<file path="config.mk">
export PLATFORM = sky130hd
export DESIGN_NAME = id_ex_stage_flat
export DESIGN_NICKNAME = d
export VERILOG_FILES = /design/src/rtl/id_ex_stage_pkg.sv /design/src/rtl/id_ex_stage_if.sv /design/src/rtl/hazard_detect.sv /design/src/rtl/id_ex_stage.sv /design/src/flat_wrapper.sv
export SDC_FILE = /design/constraint.sdc
export NUM_CORES = 1
export LEC_CHECK = 0
export ABC_CLOCK_PERIOD_IN_PS = 2400
export BUFFER_PORTS_ARGS = -buffer_cell sky130_fd_sc_hd__buf_2
export CAP_MARGIN = 0
export CORE_ASPECT_RATIO = 0.7
export CORE_UTILIZATION = 43
export CTS_CLUSTER_DIAMETER = 50
export DETAILED_ROUTE_END_ITERATION = 8
export PLACE_DENSITY = 0.78
export SYNTH_ARGS = -nofsm -noshare
export SYNTH_HDL_FRONTEND = slang
export SYNTH_SLANG_ARGS = --single-unit
</file>
<file path="constraint.sdc">
create_clock -name clk -period 2.4 [get_ports clk]
set_clock_uncertainty 0.15 [all_clocks]
set_input_delay 0.48 -clock clk [delete_from_list [all_inputs] [get_ports clk]]
set_output_delay 0.48 -clock clk [all_outputs]
set_load 0.05 [all_outputs]
</file>
<file path="src/rtl/id_ex_stage_pkg.sv">
// Shared definitions for the ID/EX pipeline register: opcodes, memory-access
// encodings, the EX register layout and its bubble value.
package id_ex_stage_pkg;

    localparam logic [6:0] OPC_LUI    = 7'b0110111;
    localparam logic [6:0] OPC_AUIPC  = 7'b0010111;
    localparam logic [6:0] OPC_JAL    = 7'b1101111;
    localparam logic [6:0] OPC_JALR   = 7'b1100111;
    localparam logic [6:0] OPC_BRANCH = 7'b1100011;
    localparam logic [6:0] OPC_LOAD   = 7'b0000011;
    localparam logic [6:0] OPC_STORE  = 7'b0100011;
    localparam logic [6:0] OPC_OP_IMM = 7'b0010011;
    localparam logic [6:0] OPC_OP     = 7'b0110011;

    localparam logic [2:0] READ_MEM_NONE = 3'b000;
    localparam logic [2:0] READ_MEM_LW   = 3'b001;
    localparam logic [2:0] READ_MEM_LH   = 3'b010;
    localparam logic [2:0] READ_MEM_LHU  = 3'b011;
    localparam logic [2:0] READ_MEM_LB   = 3'b100;
    localparam logic [2:0] READ_MEM_LBU  = 3'b101;

    localparam logic [1:0] WRITE_MEM_NONE = 2'b00;
    localparam logic [1:0] WRITE_MEM_SW   = 2'b01;
    localparam logic [1:0] WRITE_MEM_SH   = 2'b10;
    localparam logic [1:0] WRITE_MEM_SB   = 2'b11;

    localparam logic [15:0] BUBBLE_CNT_MAX = 16'hFFFF;

    typedef enum logic [1:0] {
        ACT_HOLD,
        ACT_FLUSH,
        ACT_BUBBLE,
        ACT_LOAD
    } ex_action_e;

    typedef struct packed {
        logic        valid;
        logic [31:0] pc;
        logic [31:0] rs1_data;
        logic [31:0] rs2_data;
        logic [31:0] imm32;
        logic [4:0]  rs1;
        logic [4:0]  rs2;
        logic [4:0]  rd;
        logic [4:0]  aluc;
        logic        aluOut_WB_memOut;
        logic        rs1Data_EX_PC;
        logic [1:0]  rs2Data_EX_imm32_4;
        logic        write_reg;
        logic [1:0]  write_mem;
        logic [2:0]  read_mem;
        logic [1:0]  pcImm_NEXTPC_rs1Imm;
    } ex_reg_t;

    localparam ex_reg_t EX_BUBBLE = '{
        valid:               1'b0,
        pc:                  32'h0,
        rs1_data:            32'h0,
        rs2_data:            32'h0,
        imm32:               32'h0,
        rs1:                 5'd0,
        rs2:                 5'd0,
        rd:                  5'd0,
        aluc:                5'd0,
        aluOut_WB_memOut:    1'b0,
        rs1Data_EX_PC:       1'b0,
        rs2Data_EX_imm32_4:  2'b00,
        write_reg:           1'b0,
        write_mem:           WRITE_MEM_NONE,
        read_mem:            READ_MEM_NONE,
        pcImm_NEXTPC_rs1Imm: 2'b00
    };

    // Upper-immediate and JAL encode immediate bits where rs1 would sit.
    function automatic logic uses_rs1(input logic [6:0] opcode);
        return !(opcode inside {OPC_LUI, OPC_AUIPC, OPC_JAL});
    endfunction

    function automatic logic uses_rs2(input logic [6:0] opcode);
        return opcode inside {OPC_OP, OPC_STORE, OPC_BRANCH};
    endfunction

endpackage

</file>
<file path="src/rtl/id_ex_stage_if.sv">
// Decode-side bundle entering the ID/EX register and the registered EX-side copy.
interface id_ex_stage_if;

    logic [6:0]  id_opcode;
    logic [4:0]  id_rs1;
    logic [4:0]  id_rs2;
    logic [4:0]  id_rd;
    logic [31:0] id_pc;
    logic [31:0] id_rs1_data;
    logic [31:0] id_rs2_data;
    logic [31:0] id_imm32;
    logic [4:0]  id_aluc;
    logic        id_aluOut_WB_memOut;
    logic        id_rs1Data_EX_PC;
    logic [1:0]  id_rs2Data_EX_imm32_4;
    logic        id_write_reg;
    logic [1:0]  id_write_mem;
    logic [2:0]  id_read_mem;
    logic [1:0]  id_pcImm_NEXTPC_rs1Imm;

    logic        ex_valid;
    logic [4:0]  ex_rs1;
    logic [4:0]  ex_rs2;
    logic [4:0]  ex_rd;
    logic [31:0] ex_pc;
    logic [31:0] ex_rs1_data;
    logic [31:0] ex_rs2_data;
    logic [31:0] ex_imm32;
    logic [4:0]  ex_aluc;
    logic        ex_aluOut_WB_memOut;
    logic        ex_rs1Data_EX_PC;
    logic [1:0]  ex_rs2Data_EX_imm32_4;
    logic        ex_write_reg;
    logic [1:0]  ex_write_mem;
    logic [2:0]  ex_read_mem;
    logic [1:0]  ex_pcImm_NEXTPC_rs1Imm;

    modport master (
        output id_opcode, id_rs1, id_rs2, id_rd, id_pc, id_rs1_data, id_rs2_data,
               id_imm32, id_aluc, id_aluOut_WB_memOut, id_rs1Data_EX_PC,
               id_rs2Data_EX_imm32_4, id_write_reg, id_write_mem, id_read_mem,
               id_pcImm_NEXTPC_rs1Imm,
        input  ex_valid, ex_rs1, ex_rs2, ex_rd, ex_pc, ex_rs1_data, ex_rs2_data,
               ex_imm32, ex_aluc, ex_aluOut_WB_memOut, ex_rs1Data_EX_PC,
               ex_rs2Data_EX_imm32_4, ex_write_reg, ex_write_mem, ex_read_mem,
               ex_pcImm_NEXTPC_rs1Imm
    );

    modport slave (
        input  id_opcode, id_rs1, id_rs2, id_rd, id_pc, id_rs1_data, id_rs2_data,
               id_imm32, id_aluc, id_aluOut_WB_memOut, id_rs1Data_EX_PC,
               id_rs2Data_EX_imm32_4, id_write_reg, id_write_mem, id_read_mem,
               id_pcImm_NEXTPC_rs1Imm,
        output ex_valid, ex_rs1, ex_rs2, ex_rd, ex_pc, ex_rs1_data, ex_rs2_data,
               ex_imm32, ex_aluc, ex_aluOut_WB_memOut, ex_rs1Data_EX_PC,
               ex_rs2Data_EX_imm32_4, ex_write_reg, ex_write_mem, ex_read_mem,
               ex_pcImm_NEXTPC_rs1Imm
    );

endinterface

</file>
<file path="src/rtl/hazard_detect.sv">
// Load-use hazard detection: a load in EX whose destination is read by the
// instruction currently in ID.
module hazard_detect
    import id_ex_stage_pkg::*;
(
    input  logic [6:0] id_opcode,
    input  logic [4:0] id_rs1,
    input  logic [4:0] id_rs2,
    input  logic       ex_valid,
    input  logic [2:0] ex_read_mem,
    input  logic       ex_write_reg,
    input  logic [4:0] ex_rd,
    output logic       hazard
);

    logic ex_is_load_to_reg;
    logic rs1_conflict;
    logic rs2_conflict;

    // x0 is hard-wired, so a load targeting it can never feed a dependent.
    assign ex_is_load_to_reg = ex_valid
                             & (ex_read_mem != READ_MEM_NONE)
                             & ex_write_reg
                             & (ex_rd != 5'd0);

    assign rs1_conflict = uses_rs1(id_opcode) & (id_rs1 == ex_rd);
    assign rs2_conflict = uses_rs2(id_opcode) & (id_rs2 == ex_rd);

    assign hazard = ex_is_load_to_reg & (rs1_conflict | rs2_conflict);

endmodule

</file>
<file path="src/rtl/id_ex_stage.sv">
// ID/EX pipeline register with hold/flush/bubble/load priority, load-use
// stall generation and a saturating bubble counter.
module id_ex_stage
    import id_ex_stage_pkg::*;
(
    input  logic         clk,
    input  logic         rst_n,
    id_ex_stage_if.slave bus,
    input  logic         flush_i,
    input  logic         mem_busy_i,
    output logic         stall_o,
    output logic [15:0]  bubble_cnt
);

    ex_reg_t     ex_q;
    ex_reg_t     id_rec;
    ex_action_e  action;
    logic        hazard;
    logic [15:0] bubble_cnt_q;

    always_comb begin
        id_rec                     = EX_BUBBLE;
        id_rec.valid               = 1'b1;
        id_rec.pc                  = bus.id_pc;
        id_rec.rs1_data            = bus.id_rs1_data;
        id_rec.rs2_data            = bus.id_rs2_data;
        id_rec.imm32               = bus.id_imm32;
        id_rec.rs1                 = bus.id_rs1;
        id_rec.rs2                 = bus.id_rs2;
        id_rec.rd                  = bus.id_rd;
        id_rec.aluc                = bus.id_aluc;
        id_rec.aluOut_WB_memOut    = bus.id_aluOut_WB_memOut;
        id_rec.rs1Data_EX_PC       = bus.id_rs1Data_EX_PC;
        id_rec.rs2Data_EX_imm32_4  = bus.id_rs2Data_EX_imm32_4;
        id_rec.write_reg           = bus.id_write_reg;
        id_rec.write_mem           = bus.id_write_mem;
        id_rec.read_mem            = bus.id_read_mem;
        id_rec.pcImm_NEXTPC_rs1Imm = bus.id_pcImm_NEXTPC_rs1Imm;
    end

    hazard_detect u_hazard_detect (
        .id_opcode    (bus.id_opcode),
        .id_rs1       (bus.id_rs1),
        .id_rs2       (bus.id_rs2),
        .ex_valid     (ex_q.valid),
        .ex_read_mem  (ex_q.read_mem),
        .ex_write_reg (ex_q.write_reg),
        .ex_rd        (ex_q.rd),
        .hazard       (hazard)
    );

    // A pending redirect kills the ID instruction, so it must not also stall it.
    always_comb begin
        if (mem_busy_i) begin
            action = ACT_HOLD;
        end else if (flush_i) begin
            action = ACT_FLUSH;
        end else if (hazard) begin
            action = ACT_BUBBLE;
        end else begin
            action = ACT_LOAD;
        end
    end

    assign stall_o = mem_busy_i | (hazard & ~flush_i);

    always_ff @(posedge clk or negedge rst_n) begin
        if (!rst_n) begin
            ex_q         <= EX_BUBBLE;
            bubble_cnt_q <= '0;
        end else begin
            case (action)
                ACT_HOLD: begin
                    ex_q <= ex_q;
                end
                ACT_FLUSH: begin
                    ex_q <= EX_BUBBLE;
                end
                ACT_BUBBLE: begin
                    ex_q <= EX_BUBBLE;
                    if (bubble_cnt_q != BUBBLE_CNT_MAX) begin
                        bubble_cnt_q <= bubble_cnt_q + 16'd1;
                    end
                end
                default: begin
                    ex_q <= id_rec;
                end
            endcase
        end
    end

    assign bubble_cnt                 = bubble_cnt_q;
    assign bus.ex_valid               = ex_q.valid;
    assign bus.ex_pc                  = ex_q.pc;
    assign bus.ex_rs1_data            = ex_q.rs1_data;
    assign bus.ex_rs2_data            = ex_q.rs2_data;
    assign bus.ex_imm32               = ex_q.imm32;
    assign bus.ex_rs1                 = ex_q.rs1;
    assign bus.ex_rs2                 = ex_q.rs2;
    assign bus.ex_rd                  = ex_q.rd;
    assign bus.ex_aluc                = ex_q.aluc;
    assign bus.ex_aluOut_WB_memOut    = ex_q.aluOut_WB_memOut;
    assign bus.ex_rs1Data_EX_PC       = ex_q.rs1Data_EX_PC;
    assign bus.ex_rs2Data_EX_imm32_4  = ex_q.rs2Data_EX_imm32_4;
    assign bus.ex_write_reg           = ex_q.write_reg;
    assign bus.ex_write_mem           = ex_q.write_mem;
    assign bus.ex_read_mem            = ex_q.read_mem;
    assign bus.ex_pcImm_NEXTPC_rs1Imm = ex_q.pcImm_NEXTPC_rs1Imm;

endmodule

</file>
<file path="src/flat_wrapper.sv">
// flat-port wrapper written by rule: the top's interface ports become plain ports
module id_ex_stage_flat import id_ex_stage_pkg::*;
  (clk, rst_n, flush_i, mem_busy_i, stall_o, bubble_cnt, bus_id_opcode, bus_id_rs1, bus_id_rs2, bus_id_rd, bus_id_pc, bus_id_rs1_data, bus_id_rs2_data, bus_id_imm32, bus_id_aluc, bus_id_aluOut_WB_memOut, bus_id_rs1Data_EX_PC, bus_id_rs2Data_EX_imm32_4, bus_id_write_reg, bus_id_write_mem, bus_id_read_mem, bus_id_pcImm_NEXTPC_rs1Imm, bus_ex_valid, bus_ex_rs1, bus_ex_rs2, bus_ex_rd, bus_ex_pc, bus_ex_rs1_data, bus_ex_rs2_data, bus_ex_imm32, bus_ex_aluc, bus_ex_aluOut_WB_memOut, bus_ex_rs1Data_EX_PC, bus_ex_rs2Data_EX_imm32_4, bus_ex_write_reg, bus_ex_write_mem, bus_ex_read_mem, bus_ex_pcImm_NEXTPC_rs1Imm);
  id_ex_stage_if bus_i ();
  input  logic clk;
  input  logic rst_n;
  input  logic flush_i;
  input  logic mem_busy_i;
  output logic stall_o;
  output logic [15:0] bubble_cnt;
  input wire logic [$bits(bus_i.id_opcode)-1:0] bus_id_opcode;
  input wire logic [$bits(bus_i.id_rs1)-1:0] bus_id_rs1;
  input wire logic [$bits(bus_i.id_rs2)-1:0] bus_id_rs2;
  input wire logic [$bits(bus_i.id_rd)-1:0] bus_id_rd;
  input wire logic [$bits(bus_i.id_pc)-1:0] bus_id_pc;
  input wire logic [$bits(bus_i.id_rs1_data)-1:0] bus_id_rs1_data;
  input wire logic [$bits(bus_i.id_rs2_data)-1:0] bus_id_rs2_data;
  input wire logic [$bits(bus_i.id_imm32)-1:0] bus_id_imm32;
  input wire logic [$bits(bus_i.id_aluc)-1:0] bus_id_aluc;
  input wire logic [$bits(bus_i.id_aluOut_WB_memOut)-1:0] bus_id_aluOut_WB_memOut;
  input wire logic [$bits(bus_i.id_rs1Data_EX_PC)-1:0] bus_id_rs1Data_EX_PC;
  input wire logic [$bits(bus_i.id_rs2Data_EX_imm32_4)-1:0] bus_id_rs2Data_EX_imm32_4;
  input wire logic [$bits(bus_i.id_write_reg)-1:0] bus_id_write_reg;
  input wire logic [$bits(bus_i.id_write_mem)-1:0] bus_id_write_mem;
  input wire logic [$bits(bus_i.id_read_mem)-1:0] bus_id_read_mem;
  input wire logic [$bits(bus_i.id_pcImm_NEXTPC_rs1Imm)-1:0] bus_id_pcImm_NEXTPC_rs1Imm;
  output wire logic [$bits(bus_i.ex_valid)-1:0] bus_ex_valid;
  output wire logic [$bits(bus_i.ex_rs1)-1:0] bus_ex_rs1;
  output wire logic [$bits(bus_i.ex_rs2)-1:0] bus_ex_rs2;
  output wire logic [$bits(bus_i.ex_rd)-1:0] bus_ex_rd;
  output wire logic [$bits(bus_i.ex_pc)-1:0] bus_ex_pc;
  output wire logic [$bits(bus_i.ex_rs1_data)-1:0] bus_ex_rs1_data;
  output wire logic [$bits(bus_i.ex_rs2_data)-1:0] bus_ex_rs2_data;
  output wire logic [$bits(bus_i.ex_imm32)-1:0] bus_ex_imm32;
  output wire logic [$bits(bus_i.ex_aluc)-1:0] bus_ex_aluc;
  output wire logic [$bits(bus_i.ex_aluOut_WB_memOut)-1:0] bus_ex_aluOut_WB_memOut;
  output wire logic [$bits(bus_i.ex_rs1Data_EX_PC)-1:0] bus_ex_rs1Data_EX_PC;
  output wire logic [$bits(bus_i.ex_rs2Data_EX_imm32_4)-1:0] bus_ex_rs2Data_EX_imm32_4;
  output wire logic [$bits(bus_i.ex_write_reg)-1:0] bus_ex_write_reg;
  output wire logic [$bits(bus_i.ex_write_mem)-1:0] bus_ex_write_mem;
  output wire logic [$bits(bus_i.ex_read_mem)-1:0] bus_ex_read_mem;
  output wire logic [$bits(bus_i.ex_pcImm_NEXTPC_rs1Imm)-1:0] bus_ex_pcImm_NEXTPC_rs1Imm;
  assign bus_i.id_opcode = bus_id_opcode;
  assign bus_i.id_rs1 = bus_id_rs1;
  assign bus_i.id_rs2 = bus_id_rs2;
  assign bus_i.id_rd = bus_id_rd;
  assign bus_i.id_pc = bus_id_pc;
  assign bus_i.id_rs1_data = bus_id_rs1_data;
  assign bus_i.id_rs2_data = bus_id_rs2_data;
  assign bus_i.id_imm32 = bus_id_imm32;
  assign bus_i.id_aluc = bus_id_aluc;
  assign bus_i.id_aluOut_WB_memOut = bus_id_aluOut_WB_memOut;
  assign bus_i.id_rs1Data_EX_PC = bus_id_rs1Data_EX_PC;
  assign bus_i.id_rs2Data_EX_imm32_4 = bus_id_rs2Data_EX_imm32_4;
  assign bus_i.id_write_reg = bus_id_write_reg;
  assign bus_i.id_write_mem = bus_id_write_mem;
  assign bus_i.id_read_mem = bus_id_read_mem;
  assign bus_i.id_pcImm_NEXTPC_rs1Imm = bus_id_pcImm_NEXTPC_rs1Imm;
  assign bus_ex_valid = bus_i.ex_valid;
  assign bus_ex_rs1 = bus_i.ex_rs1;
  assign bus_ex_rs2 = bus_i.ex_rs2;
  assign bus_ex_rd = bus_i.ex_rd;
  assign bus_ex_pc = bus_i.ex_pc;
  assign bus_ex_rs1_data = bus_i.ex_rs1_data;
  assign bus_ex_rs2_data = bus_i.ex_rs2_data;
  assign bus_ex_imm32 = bus_i.ex_imm32;
  assign bus_ex_aluc = bus_i.ex_aluc;
  assign bus_ex_aluOut_WB_memOut = bus_i.ex_aluOut_WB_memOut;
  assign bus_ex_rs1Data_EX_PC = bus_i.ex_rs1Data_EX_PC;
  assign bus_ex_rs2Data_EX_imm32_4 = bus_i.ex_rs2Data_EX_imm32_4;
  assign bus_ex_write_reg = bus_i.ex_write_reg;
  assign bus_ex_write_mem = bus_i.ex_write_mem;
  assign bus_ex_read_mem = bus_i.ex_read_mem;
  assign bus_ex_pcImm_NEXTPC_rs1Imm = bus_i.ex_pcImm_NEXTPC_rs1Imm;
  id_ex_stage u_core (.clk(clk), .rst_n(rst_n), .bus(bus_i), .flush_i(flush_i), .mem_busy_i(mem_busy_i), .stall_o(stall_o), .bubble_cnt(bubble_cnt));
endmodule
</file>
==> run metrics, run 1 <==
Arr. time, crit path 2.75 ns; H-tree levels 4; Pleak 6.39 nW; EDFF count, synth 0; Die X 162 um; Slew @ Worst Pin 0.695 ns; Top delay family on crit path simple AND/OR/NAND/NOR gates; Post-Route WL 24000 um; Worst Path Required 2.56 ns; vias in the first global route 6957; Initial Util 44.3%; DRC errors left 0; syn nets 974; met1 wire length 9590 um; gr usage total 25.2%; failing checks negative setup slack; Vias per Instance 5.00; CTS Buf Count 17; # port buffers 348; critical path cell sequence or4_4 -> o21ai_4 -> o21bai_1 -> buf_4 -> ha_4 -> buf_12 -> buf_12 -> clkbuf_16 -> nand2b_4 -> o21ai_2; Final Hold Fails 0; combinational power share 33.3%; FP Rows 40; CTS tree done; CP Capture Type flip-flop; CP max-delay cell or4_4; Power Density 752 nW/um^2; unrepaired setup endpoints after global routing yes; clock sink count 177; DIE AREA 18400 um^2; final setup margin -0.184 ns; layout cells sized above 1 53.7%; worst-path fanout max 7; Async SR Flop Fraction 100%; Seq/Total Area, Yosys 57.8%; hold depth 3; initial antenna violation count 0; TritonRoute pass-1 iters 5; CP dominant cell by count buf_12; DR top layer met4; share of power burned in registers 38.5%; Nets 1364; Post-DP HPWL 15700 um; Max Fclk 0.387 GHz; Setup CP Type flip-flop to flip-flop; clock share of power 28.2%; worst hold slack 0.141 ns; internal power 5.74 mW; GP Congestion 0.788; first-pass GRT wire length 35700 um; post-synthesis cell area 7660 um^2; Via Count 7164; max-slew violations 0; diode count 0; Die Height 114 um; largest net degree at the start of global routing 53; WL/cell 16.7 um; Synthesis Warnings 0; Tmin final 2.58 ns; synthesis-stage register bit count 177; sw frac 37.7%; outcome finished, violations left; share of the cycle needed by the critical path after routing 108%; Stages on worst setup path 10; Top Ports 349; final setup vio count 166; count of different cell masters after synthesis 36; gr ovfl total 0; Worst setup SP type flip-flop; syn avg cell area 9.57 um^2; Max clock buf depth 2; antenna viol nets, final 0; CP Buf/Inv Count 4; DR WL met2 12500 um; Sw Pwr 3.48 mW; Placed Cells 1373; Clk Latency, worst-skew pair 0.42 ns; FF-to-FF path depth 10; Area growth syn-to-layout 60.1%; routed wl met3 1550 um; maxcap violations 0; Initial DRC Count 408; worst hold path type primary input to flip-flop; Reg clk slew, reported paths 0.07 ns; root buffer cell clkbuf_16; Core ar. 17300 um^2; Max VDD drop 0.000401 V; max incr delay on CP 0.56 ns; Top FF cell, synth dfrtp_1; fin cells 1434; Mapped Cells 800; slew margin rel. 53.1%
final cells by class:
cell class	instances	area (um^2)
timing repair buffer	425	2830
clock buffer	20	447
multi-input combinational	567	4160
tap	231	289
inverter	2	7.51
sequential	177	4440
clock inverter	12	98.8
fill	1228	5010
power by group through the flow:
stage               sequential, mW  combinational [mW]  clock [mW]
floorplan                     4.70               0.730           0
global placement              3.57                2.65           0
detailed placement            3.58                2.69           0
CTS                           3.53                2.86        2.64
global route                  3.58                3.22        2.78
finish                        3.55                3.07        2.60
cells in the final DEF, fill, tap and decap left out, types with 4 or more instances in the layout:
cell type | netlist | layout
buf_12 | 0 | 17
buf_16 | 0 | 6
buf_2 | 0 | 346
buf_4 | 0 | 36
buf_6 | 0 | 10
clkbuf_16 | 0 | 23
clkinv_4 | 0 | 5
dfrtp_1 | 177 | 172
dfrtp_2 | 0 | 5
inv_6 | 0 | 4
nand2_1 | 168 | 167
nand2b_1 | 161 | 68
nand2b_4 | 0 | 93
nand4_1 | 4 | 4
nor2_1 | 6 | 6
nor3_1 | 6 | 4
o21ai_0 | 163 | 15
o21ai_1 | 0 | 78
o21ai_2 | 0 | 69
xnor2_1 | 6 | 6
xor2_1 | 14 | 13
worst min-delay path, stage by stage:
cell,delay [ns]
buf_2,0.09
nand2b_1,0.06
o21ai_1,0.05
cells in the mapped netlist (all sizes together) (3+ instances only):
library cell | instances | area [um^2]
nor2 | 6 | 22.5
nand4 | 5 | 37.5
a21oi | 3 | 15.0
nand2 | 169 | 637
nand2b | 161 | 1010
clkbuf | 53 | 199
xnor2 | 6 | 52.6
o21bai | 3 | 22.5
o21ai | 163 | 816
dfrtp | 177 | 4430
and4 | 4 | 35.0
xor2 | 14 | 123
ha | 3 | 37.5
nor3 | 6 | 30.0
nor4 | 3 | 18.8
nand3 | 3 | 15.0
per-stage QoR:
| stage | instance area, um^2 | setup slack (ns) | power (mW) | utilization [%] | TNS [ns] |
|---|---|---|---|---|---|
| after floorplan | 8450 | -0.151 | 5.43 | - | -10.09 |
| after global placement | 10700 | -0.443 | 6.22 | 61.7 | -32.09 |
| after detailed placement | 10700 | -0.502 | 6.27 | 61.7 | -37.27 |
| after CTS | 11700 | -0.173 | 9.03 | 67.6 | -9.42 |
| after global routing | 12300 | -0.268 | 9.59 | 71.0 | -26.49 |
| final | 12300 | -0.184 | 9.21 | 71.0 | -11.90 |
path summary, 6_finish.rpt:
| kind | from | endpoint | slack (ns) |
|---|---|---|---|
| setup reg to reg | u_core.bus.ex_rd[1] | u_core.bus.ex_pc[13] | -0.18 |
| min in group asynchronous | rst_n | u_core.bus.ex_pc[11] | 0.38 |
| setup / recovery | u_core.bus.ex_rd[1] | u_core.bus.ex_pc[13] | -0.18 |
| max in group asynchronous | rst_n | u_core.bus.ex_imm32[30] | 1.01 |
| hold reg to reg | u_core.bus.ex_rs2_data[1] | u_core.bus.ex_rs2_data[1] | 0.33 |
| hold / removal | bus_id_pc[11] | u_core.bus.ex_pc[11] | 0.14 |
timing repair:
action,in CTS,in global routing
hold buffers,1,0
setup endpoints to repair,155,175
buffers inserted,11,6
hold endpoints to repair,34,0
pin swaps,16,18
cloned,7,6
gates resized for setup,63,122
cells by family (layout without fill, tap and decap cells):
group	Yosys count	count (layout)	synth area share (%)
flip-flops	177	177	57.8
AND/OR/NAND/NOR	366	366	24.4
AO/OA/AOI/OAI	175	175	11.8
buffers and inverters	56	459	2.75
multiplexers	3	3	0.425
XOR/XNOR	20	20	2.29
adder cells (fa/ha/maj)	3	3	0.490
metal layers:
layer / vias up / global-route usage (%)
li1: 3419 / -
met1: 3448 / 30.6
met2: 264 / 43.7
met3: 33 / 6.11
met4: 0 / 9.18
met5: - / 0
(Power assumes the default switching activity.)
==> run 2, diff against run 1 <==
--- a/config.mk
+++ b/config.mk
@@ -12,7 +12,8 @@
 export CORE_UTILIZATION = 43
 export CTS_CLUSTER_DIAMETER = 50
 export DETAILED_ROUTE_END_ITERATION = 8
-export PLACE_DENSITY = 0.78
+export PLACE_DENSITY = 0.77
 export SYNTH_ARGS = -nofsm -noshare
 export SYNTH_HDL_FRONTEND = slang
 export SYNTH_SLANG_ARGS = --single-unit
+export TNS_END_PERCENT = 100
==> run metrics, run 2 (same netlist as run 1, synthesis figures left out) <==
outcome finished, violations left; failing checks negative setup slack; DRC errors left 0; worst-path fanout max 5; Final Hold Fails 0; gr usage total 24.9%; GP Congestion 0.817; Area growth syn-to-layout 71.1%; Post-DP HPWL 15900 um; R2R Path Start u_core.bus.ex_rd[4]; layout cells sized above 1 63.4%; max-slew violations 0; Worst Path Required 1.77 ns; Arr. time, crit path 1.96 ns; commonest cells after routing, fill and taps aside 346 x buf_2, 172 x dfrtp_1, 167 x nand2_1; Initial Util 44.3%; diode count 0; commonest non-fill, non-tap cell in the layout buf_2; FP Rows 40; maxcap violations 0; CTS tree done; first-pass GRT wire length 35700 um; Post-Route WL 26200 um; Core ar. 17300 um^2; Via Count 7384; Reg2Reg Capture Point u_core.bus.ex_pc[20]; Slew @ Worst Pin 0.645 ns; Nets 1376; final setup margin -0.190 ns; unrepaired setup endpoints after global routing yes; Reg clk slew, reported paths 0.07 ns; worst hold path type primary input to flip-flop; H-tree levels 4; DIE AREA 18400 um^2; Setup CP Type flip-flop to output port; Top Ports 349; root buffer cell clkbuf_16; WL/cell 18.1 um; clock sink count 177; worst hold endpoint u_core.bus.ex_rd[3]; largest net degree at the start of global routing 81; CTS Buf Count 17; vias in the first global route 6984; FF-to-FF path depth 9; Die Height 114 um; # port buffers 348; Overall Power 9.59 mW; Max VDD drop 0.000475 V; slew margin rel. 56.6%; Die X 162 um; Vias per Instance 5.11; share of the cycle needed by the critical path after routing 108%; Max clock buf depth 2; final setup vio count 171; antenna viol nets, final 0; CP Capture Type output port; Pleak 6.91 nW; TritonRoute pass-1 iters 5; hold depth 3; gr ovfl total 0; Power Density 732 nW/um^2; Initial DRC Count 466; Tmin final 2.59 ns; Worst setup SP type flip-flop; worst min-delay path startpoint bus_id_rd[3]; Max Fclk 0.386 GHz; initial antenna violation count 0; Sum Neg Setup Slack -17.75 ns; Clk Latency, worst-skew pair 0.42 ns; register-to-register setup slack -0.17 ns
run 2: cell count changes in the layout (fill, tap and decap cells not counted), moves of 7 or more:
cell       change
clkbuf_16      +8
nand2b_1      -52
o21ai_0       -13
o21ai_2       +65
nand2b_4      +52
buf_8          +7
o21ai_1       -51
run 2: power breakdown:
part	total, mW	internal [mW]	switching (mW)
Clock	2.69	1.46	1.24
Sequential	3.55	3.30	0.247
Combinational	3.35	1.23	2.12
run 2: layer usage:
layer,global-route usage [%],vias up,part of all wire [%]
met1,30.8,3601,39
met5,0,-,0
li1,-,3463,-
met2,42.4,268,52
met3,6.36,52,6.2
met4,8.99,0,2.5
run 2: repair_timing:
item,CTS,global route
setup buffers,6,5
pin swaps,18,22
gates cloned,4,21
setup endpoints to repair,170,174
resized for setup,137,182
hold endpoints to repair,23,0
hold buffers,1,0
run 2: critical path, stage by stage, from the launching register on:
cell      delay, ns
dfrtp_2        0.44
buf_6          0.13
xor2_1         0.16
nor2_1         0.17
a32oi_2        0.15
buf_4          0.16
o21bai_1       0.15
buf_6          0.18
run 2: worst max path at each step:
stage	startpoint	endpoint	slack [ns]	cells past startpoint
after global routing	u_core.bus.ex_rd[2]	u_core.bubble_cnt[9]	-0.26	10
after CTS	u_core.bus.ex_rd[0]	stall_o	-0.16	6
after detailed placement	bus_id_opcode[3]	u_core.bubble_cnt[9]	-0.45	10
after floorplan	bus_id_opcode[3]	u_core.bubble_cnt[9]	-0.15	9
final	u_core.bus.ex_rd[2]	stall_o	-0.19	7
after global placement	bus_id_opcode[3]	u_core.bubble_cnt[9]	-0.39	10
run 2: metrics by stage:
stage	area, um^2	instances	util, %	worst slack, ns	hold slack [ns]
finish	13100	1446	75.9	-0.190	0.137
global route	13100	1446	75.9	-0.257	0.130
CTS	11800	1420	68.3	-0.160	0.126
detailed placement	10700	1378	62.1	-0.452	0.216
global placement	10700	1378	62.1	-0.394	0.212
floorplan	8450	800	-	-0.151	0.0344
run 2: layout make-up:
type / instances / area (um^2)
clock buffer: 20 / 437
clock inverter: 12 / 126
fill: 1106 / 4160
inverter: 2 / 7.51
multi-input combinational: 567 / 4740
sequential: 177 / 4440
tap: 231 / 289
timing repair buffer: 437 / 3070
